`config.mk`:
```
export PLATFORM = sky130hd
export DESIGN_NAME = alu_multicycle
export DESIGN_NICKNAME = d
export VERILOG_FILES = /design/src/rtl/alu_pkg.sv /design/src/rtl/alu_iter_unit.sv /design/src/rtl/alu_multicycle.sv
export SDC_FILE = /design/constraint.sdc
export NUM_CORES = 1
export LEC_CHECK = 0
export CORE_ASPECT_RATIO = 1.4
export CORE_MARGIN = 5
export CORE_UTILIZATION = 60
export DETAILED_ROUTE_END_ITERATION = 8
export GPL_TIMING_DRIVEN = 1
export PLACE_DENSITY = 0.81
export SLEW_MARGIN = 0
export SYNTH_ARGS = -nofsm -noshare
export SYNTH_HDL_FRONTEND = slang
export SYNTH_SLANG_ARGS = --single-unit
```
`constraint.sdc`:
```
create_clock -name CLK -period 2.99 [get_ports CLK]
set_clock_uncertainty 0.05 [all_clocks]
set_input_delay 0.598 -clock CLK [delete_from_list [all_inputs] [get_ports CLK]]
set_output_delay 0.598 -clock CLK [all_outputs]
set_load 0.005 [all_outputs]
```
`src/rtl/alu_pkg.sv`:
```
// Shared opcode and FSM state definitions for the multi-cycle ALU.
package alu_pkg;

  localparam logic [2:0] OP_FWD = 3'b000;
  localparam logic [2:0] OP_ADD = 3'b001;
  localparam logic [2:0] OP_AND = 3'b010;
  localparam logic [2:0] OP_OR  = 3'b011;
  localparam logic [2:0] OP_SUB = 3'b100;
  localparam logic [2:0] OP_MUL = 3'b101;
  localparam logic [2:0] OP_SLL = 3'b110;
  localparam logic [2:0] OP_SRA = 3'b111;

  typedef enum logic [1:0] {
    S_IDLE = 2'd0,
    S_RUN  = 2'd1,
    S_FIN  = 2'd2
  } state_t;

endpackage

```
`src/rtl/alu_iter_unit.sv`:
```
// Iterative datapath: shift-add multiply and one-bit-per-cycle shifts.
// Exposes the value the current step produces so the top can capture it on the last step.
module alu_iter_unit
  import alu_pkg::*;
#(
  parameter int WIDTH   = 8,
  parameter int SHAMT_W = $clog2(WIDTH)
) (
  input  logic               CLK,
  input  logic               RESET,
  input  logic               load,
  input  logic               step,
  input  logic               is_mul,
  input  logic               is_sra,
  input  logic [WIDTH-1:0]   a,
  input  logic [WIDTH-1:0]   b,
  input  logic [SHAMT_W-1:0] n,
  output logic [WIDTH-1:0]   res,
  output logic               carry,
  output logic               last
);

  localparam int CNT_W = $clog2(WIDTH + 1);

  logic [2*WIDTH-1:0] acc, mcand, acc_nxt;
  logic [WIDTH-1:0]   mplier, sh, sh_nxt;
  logic [CNT_W-1:0]   cnt;
  logic               mode_mul, mode_sra, sh_out;

  always_comb begin
    acc_nxt = acc + (mplier[0] ? mcand : '0);
    if (mode_sra) begin
      sh_out = sh[0];
      sh_nxt = {sh[WIDTH-1], sh[WIDTH-1:1]};
    end else begin
      sh_out = sh[WIDTH-1];
      sh_nxt = {sh[WIDTH-2:0], 1'b0};
    end
  end

  // Outputs reflect this cycle's step, i.e. the final answer when last=1.
  assign res   = mode_mul ? acc_nxt[WIDTH-1:0] : sh_nxt;
  assign carry = mode_mul ? |acc_nxt[2*WIDTH-1:WIDTH] : sh_out;
  assign last  = (cnt == CNT_W'(1));

  always_ff @(posedge CLK or posedge RESET) begin
    if (RESET) begin
      acc      <= '0;
      mcand    <= '0;
      mplier   <= '0;
      sh       <= '0;
      cnt      <= '0;
      mode_mul <= 1'b0;
      mode_sra <= 1'b0;
    end else if (load) begin
      acc      <= '0;
      mcand    <= {{WIDTH{1'b0}}, a};
      mplier   <= b;
      sh       <= a;
      mode_mul <= is_mul;
      mode_sra <= is_sra;
      cnt      <= is_mul ? CNT_W'(WIDTH) : CNT_W'(n);
    end else if (step) begin
      acc    <= acc_nxt;
      mcand  <= {mcand[2*WIDTH-2:0], 1'b0};
      mplier <= {1'b0, mplier[WIDTH-1:1]};
      sh     <= sh_nxt;
      cnt    <= cnt - CNT_W'(1);
    end
  end

endmodule

```
`src/rtl/alu_multicycle.sv`:
```
// Multi-cycle ALU: START/BUSY/DONE handshake, single-cycle ops computed here,
// MUL and shifts delegated to alu_iter_unit. Result and flags registered.
module alu_multicycle
  import alu_pkg::*;
#(
  parameter int WIDTH   = 8,
  parameter int SHAMT_W = $clog2(WIDTH)
) (
  input  logic             CLK,
  input  logic             RESET,
  input  logic             START,
  input  logic [WIDTH-1:0] DATA1,
  input  logic [WIDTH-1:0] DATA2,
  input  logic [2:0]       SELECT,
  output logic             BUSY,
  output logic             DONE,
  output logic [WIDTH-1:0] RESULT,
  output logic             ZERO,
  output logic             CARRY
);

  state_t state, state_nxt;

  logic [SHAMT_W-1:0] shamt;
  logic [WIDTH-1:0]   sc_res, upd_res, it_res;
  logic [WIDTH:0]     sum;
  logic               sc_carry, upd_carry, upd, it_load, it_step, it_carry, it_last;
  logic               is_shift, iter_op;

  assign shamt    = DATA2[SHAMT_W-1:0];
  assign sum      = {1'b0, DATA1} + {1'b0, DATA2};
  assign is_shift = (SELECT == OP_SLL) || (SELECT == OP_SRA);
  // A zero-length shift completes immediately like the single-cycle ops.
  assign iter_op  = (SELECT == OP_MUL) || (is_shift && (shamt != '0));

  always_comb begin
    sc_res   = '0;
    sc_carry = 1'b0;
    case (SELECT)
      OP_FWD: sc_res = DATA2;
      OP_ADD: {sc_carry, sc_res} = sum;
      OP_AND: sc_res = DATA1 & DATA2;
      OP_OR:  sc_res = DATA1 | DATA2;
      OP_SUB: begin
        sc_res   = DATA1 - DATA2;
        sc_carry = (DATA1 < DATA2);
      end
      OP_SLL, OP_SRA: sc_res = DATA1;
      default: ;
    endcase
  end

  always_comb begin
    state_nxt = state;
    it_load   = 1'b0;
    it_step   = 1'b0;
    upd       = 1'b0;
    upd_res   = sc_res;
    upd_carry = sc_carry;
    case (state)
      S_IDLE, S_FIN: begin
        state_nxt = S_IDLE;
        if (START) begin
          if (iter_op) begin
            it_load   = 1'b1;
            state_nxt = S_RUN;
          end else begin
            upd       = 1'b1;
            state_nxt = S_FIN;
          end
        end
      end
      S_RUN: begin
        it_step = 1'b1;
        if (it_last) begin
          upd       = 1'b1;
          upd_res   = it_res;
          upd_carry = it_carry;
          state_nxt = S_FIN;
        end
      end
      default: state_nxt = S_IDLE;
    endcase
  end

  always_ff @(posedge CLK or posedge RESET) begin
    if (RESET) begin
      state  <= S_IDLE;
      RESULT <= '0;
      ZERO   <= 1'b0;
      CARRY  <= 1'b0;
    end else begin
      state <= state_nxt;
      if (upd) begin
        RESULT <= upd_res;
        ZERO   <= (upd_res == '0);
        CARRY  <= upd_carry;
      end
    end
  end

  assign BUSY = (state == S_RUN);
  assign DONE = (state == S_FIN);

  alu_iter_unit #(.WIDTH(WIDTH), .SHAMT_W(SHAMT_W)) u_iter (
    .CLK    (CLK),
    .RESET  (RESET),
    .load   (it_load),
    .step   (it_step),
    .is_mul (SELECT == OP_MUL),
    .is_sra (SELECT == OP_SRA),
    .a      (DATA1),
    .b      (DATA2),
    .n      (shamt),
    .res    (it_res),
    .carry  (it_carry),
    .last   (it_last)
  );

endmodule

```
==> impl_metrics.py <==
metrics = {
    "status": {
        "status": "completed",
    },
    "grt": {
        "grt_remaining_overflow": 0,
        "grt_pass1_wl_um": 24710,
        "grt_use_total": 0.2971,
        "grt_pass1_vias": 5081,
        "antenna_found_initial": 0,
        "grt_max_degree": 67,
    },
    "sta": {
        "worstMarginPinSlew_ps": 596.6,
        "min_period_ps": 2984,
        "finalSetupTns_ps": 0,
        "rsz0062_at_grt": "yes",
        "relSlewSlack": 0.5992,
        "drv_slew": 0,
        "fin_crit_sh": 0.9980,
        "setup_viol_count_final": 0,
        "hold_viol": 0,
        "fmax_mhz": 335.1,
    },
    "floorplan": {
        "die_h_um": 119.9,
        "die_area_um2": 10610,
        "dieWidth_um": 88.50,
        "num_rows": 40,
        "io_pins": 34,
        "start_util": 0.6084,
        "coreArea_um2": 8508,
    },
    "placed_design": {
        "place_area_um2": 6056,
        "dp_hpwl_um": 10890,
        "portBuffers": 33,
        "gp_congestion": 0.9012,
    },
    "drt": {
        "met2_length_um": 8201,
        "wl_met3_um": 772,
        "drt-vias-per-instance": 6.480,
        "vias": 5126,
        "drc": 0,
        "drt-initial-drc-count": 420,
        "top_layer": "met4",
        "ant_nets": 0,
        "drtPass1Iterations": 6,
        "drt-met1-wl_um": 5532,
        "wl_um": 15310,
        "wire_per_inst_um": 19.36,
    },
    "clock_tree": {
        "clk_transition_reported_paths_ps": 50,
        "clock_path_buffers": 2,
        "cts_hold_buf": 0,
        "cts_tree": "yes",
        "cts_sinks": 66,
        "clockRootBuffer": "clkbuf_16",
        "cts-buffers-inserted": 9,
        "insertion_delay_ps": 330,
        "htreeDepth": 3,
    },
    "synth": {
        "ys_seq_area_frac": 0.3191,
        "ys_types": 75,
        "synth_seq_cells": 66,
        "synth_flop_cell": "dfrtp_1",
        "async_reset_ff_frac": 1.000,
        "synth-edff-count": 0,
        "synth_area_um2": 5176,
        "yosysWarnings": 0,
        "syn_nets": 669,
        "syn_area_per_cell_um2": 8.584,
        "synthCells": 603,
    },
    "critical_path": {
        "path_class": "flip-flop to flip-flop",
        "arrival_ps": 3130,
        "required_ps": 3130,
        "end_kind": "flip-flop",
        "path_cells": "buf_4 -> buf_12 -> and2_1 -> ha_1 -> nand3_1 -> o211ai_1 -> o21ai_1 -> a211oi_2 -> o211ai_1 -> nor4b_1 -> a21oi_1",
        "cpMostUsedCell": "o211ai_1",
        "cp-start-kind": "flip-flop",
        "crit_fanout": 9,
        "cp_slowest_stage_delay_ps": 390,
        "cp_slowest_cell": "dfrtp_1",
    },
    "power": {
        "ir_worst_vdd_mv": 0.4719,
        "leakagePower_uw": 0.003037,
        "power.density_nw_per_um2": 806.6,
    },
    "final_layout": {
        "mostFrequentLayoutCell": "nand2_1",
        "fill_cells": 608,
        "nets": 747,
        "drive_gt1_frac": 0.1939,
        "final_cell_area_um2": 6551,
        "mostFrequentLayoutCells": "nand2_1 (92), dfrtp_1 (66), buf_4 (60)",
        "num_antenna_cells": 0,
        "syn2layout_area_growth_pct": 26.57,
    },
    "min_path": {
        "hp-class": "flip-flop to flip-flop",
    },
    "flow_run": {
        "drv_cap": 0,
    },
}
-- registers in the layout, indices dropped and copies added, names as in the netlist --
signal,flops
RESULT,8
state,2
u_iter.mplier,8
u_iter.sh,8
u_iter.acc,16
u_iter.mode_mul,1
u_iter.mode_sra,1
ZERO,1
u_iter.cnt,4
CARRY,1
u_iter.mcand,16
-- final timing paths --
check / from / end / slack [ps] / depth (start not counted)
max: u_iter.mplier[0] / CARRY / 6 / 11
min: u_iter.mplier[5] / u_iter.mplier[5] / 440 / 2
max reg2reg: u_iter.mplier[0] / CARRY / 6 / 11
min reg2reg: u_iter.mplier[5] / u_iter.mplier[5] / 440 / 2
max in group asynchronous: RESET / u_iter.sh[7] / 1990 / 3
min in group asynchronous: RESET / u_iter.mplier[0] / 610 / 3
-- per-layer routing --
layer  vias up  GRT usage
met5         -          0
met4         0     0.1569
met3        74    0.05014
met2       220     0.5234
met1      2493     0.3323
li1       2339          -
-- where the power goes --
part | internal, uW | switching, uW | total (uW)
sequential | 1270 | 317 | 1590
combinational | 1170 | 1430 | 2600
clock | 736 | 360 | 1100
total | 3180 | 2110 | 5280
-- cells in the mapped netlist, types with 8 or more instances --
cell type,count,area (um^2)
dfrtp_1,66,1652
a22oi_1,11,82.58
and2_1,20,125.1
a21o_1,9,67.56
nand3_1,10,50.05
clkbuf_1,20,75.07
o21ai_0,40,200.2
inv_1,36,135.1
ha_1,41,513.0
mux2_2,8,90.09
nor3_1,12,60.06
nand2b_1,8,50.05
mux2i_1,12,120.1
nor2_1,27,101.4
a21oi_1,23,115.1
a211oi_1,11,82.58
xnor2_1,12,105.1
a221o_1,12,120.1
o22ai_1,14,87.58
o211ai_1,9,67.56
nand2_1,92,345.3
-- layout make-up --
type / count / area [um^2] / area share
repair buffers: 100 / 919.6 / 0.1404
inverters: 38 / 142.6 / 0.02177
clock inverters: 1 / 30.03 / 0.004584
well taps: 105 / 131.4 / 0.02005
multi-input cells: 466 / 3388 / 0.5172
flip-flops and latches: 66 / 1652 / 0.2521
clock buffers: 15 / 287.8 / 0.04393
-- cells by family (layout without fill, tap and decap cells) --
logic type | Yosys count | after routing | synth area share
compound gates | 180 | 180 | 0.2475
xor+xnor | 17 | 17 | 0.02876
fa+ha+maj | 44 | 44 | 0.1107
buf+inv | 71 | 154 | 0.05535
flops | 66 | 66 | 0.3191
mux | 21 | 21 | 0.04496
simple gates | 204 | 204 | 0.1936
-- critical path: cells and delay by family (launching register included) --
family | cells | cell delay (ps)
flops | 1 | 390
fa+ha+maj | 1 | 370
simple gates | 3 | 570
buf+inv | 2 | 280
compound gates | 5 | 1190
-- through the flow --
step | cells | util | hold slack [ps] | setup WS, ps | total power (uW)
after global routing | 791 | 0.7700 | 462.9 | -21.20 | 5610
final | 791 | 0.7700 | 437.1 | 5.889 | 5284
after CTS | 788 | 0.7538 | 432.5 | 13.25 | 5188
after global placement | 772 | 0.7118 | 411.9 | -310.4 | 3890
after detailed placement | 772 | 0.7118 | 419.1 | -406.7 | 3996
after floorplan | 603 | - | 396.3 | 365.2 | 3067
-- repair_timing --
action / CTS / global route
hold endpoints to repair: 0 / 0
pin swaps: 2 / 13
setup endpoints to repair: 2 / 5
buffers inserted: 0 / 3
gates resized for setup: 8 / 30
Note: power is estimated with default switching activity, not from simulation.
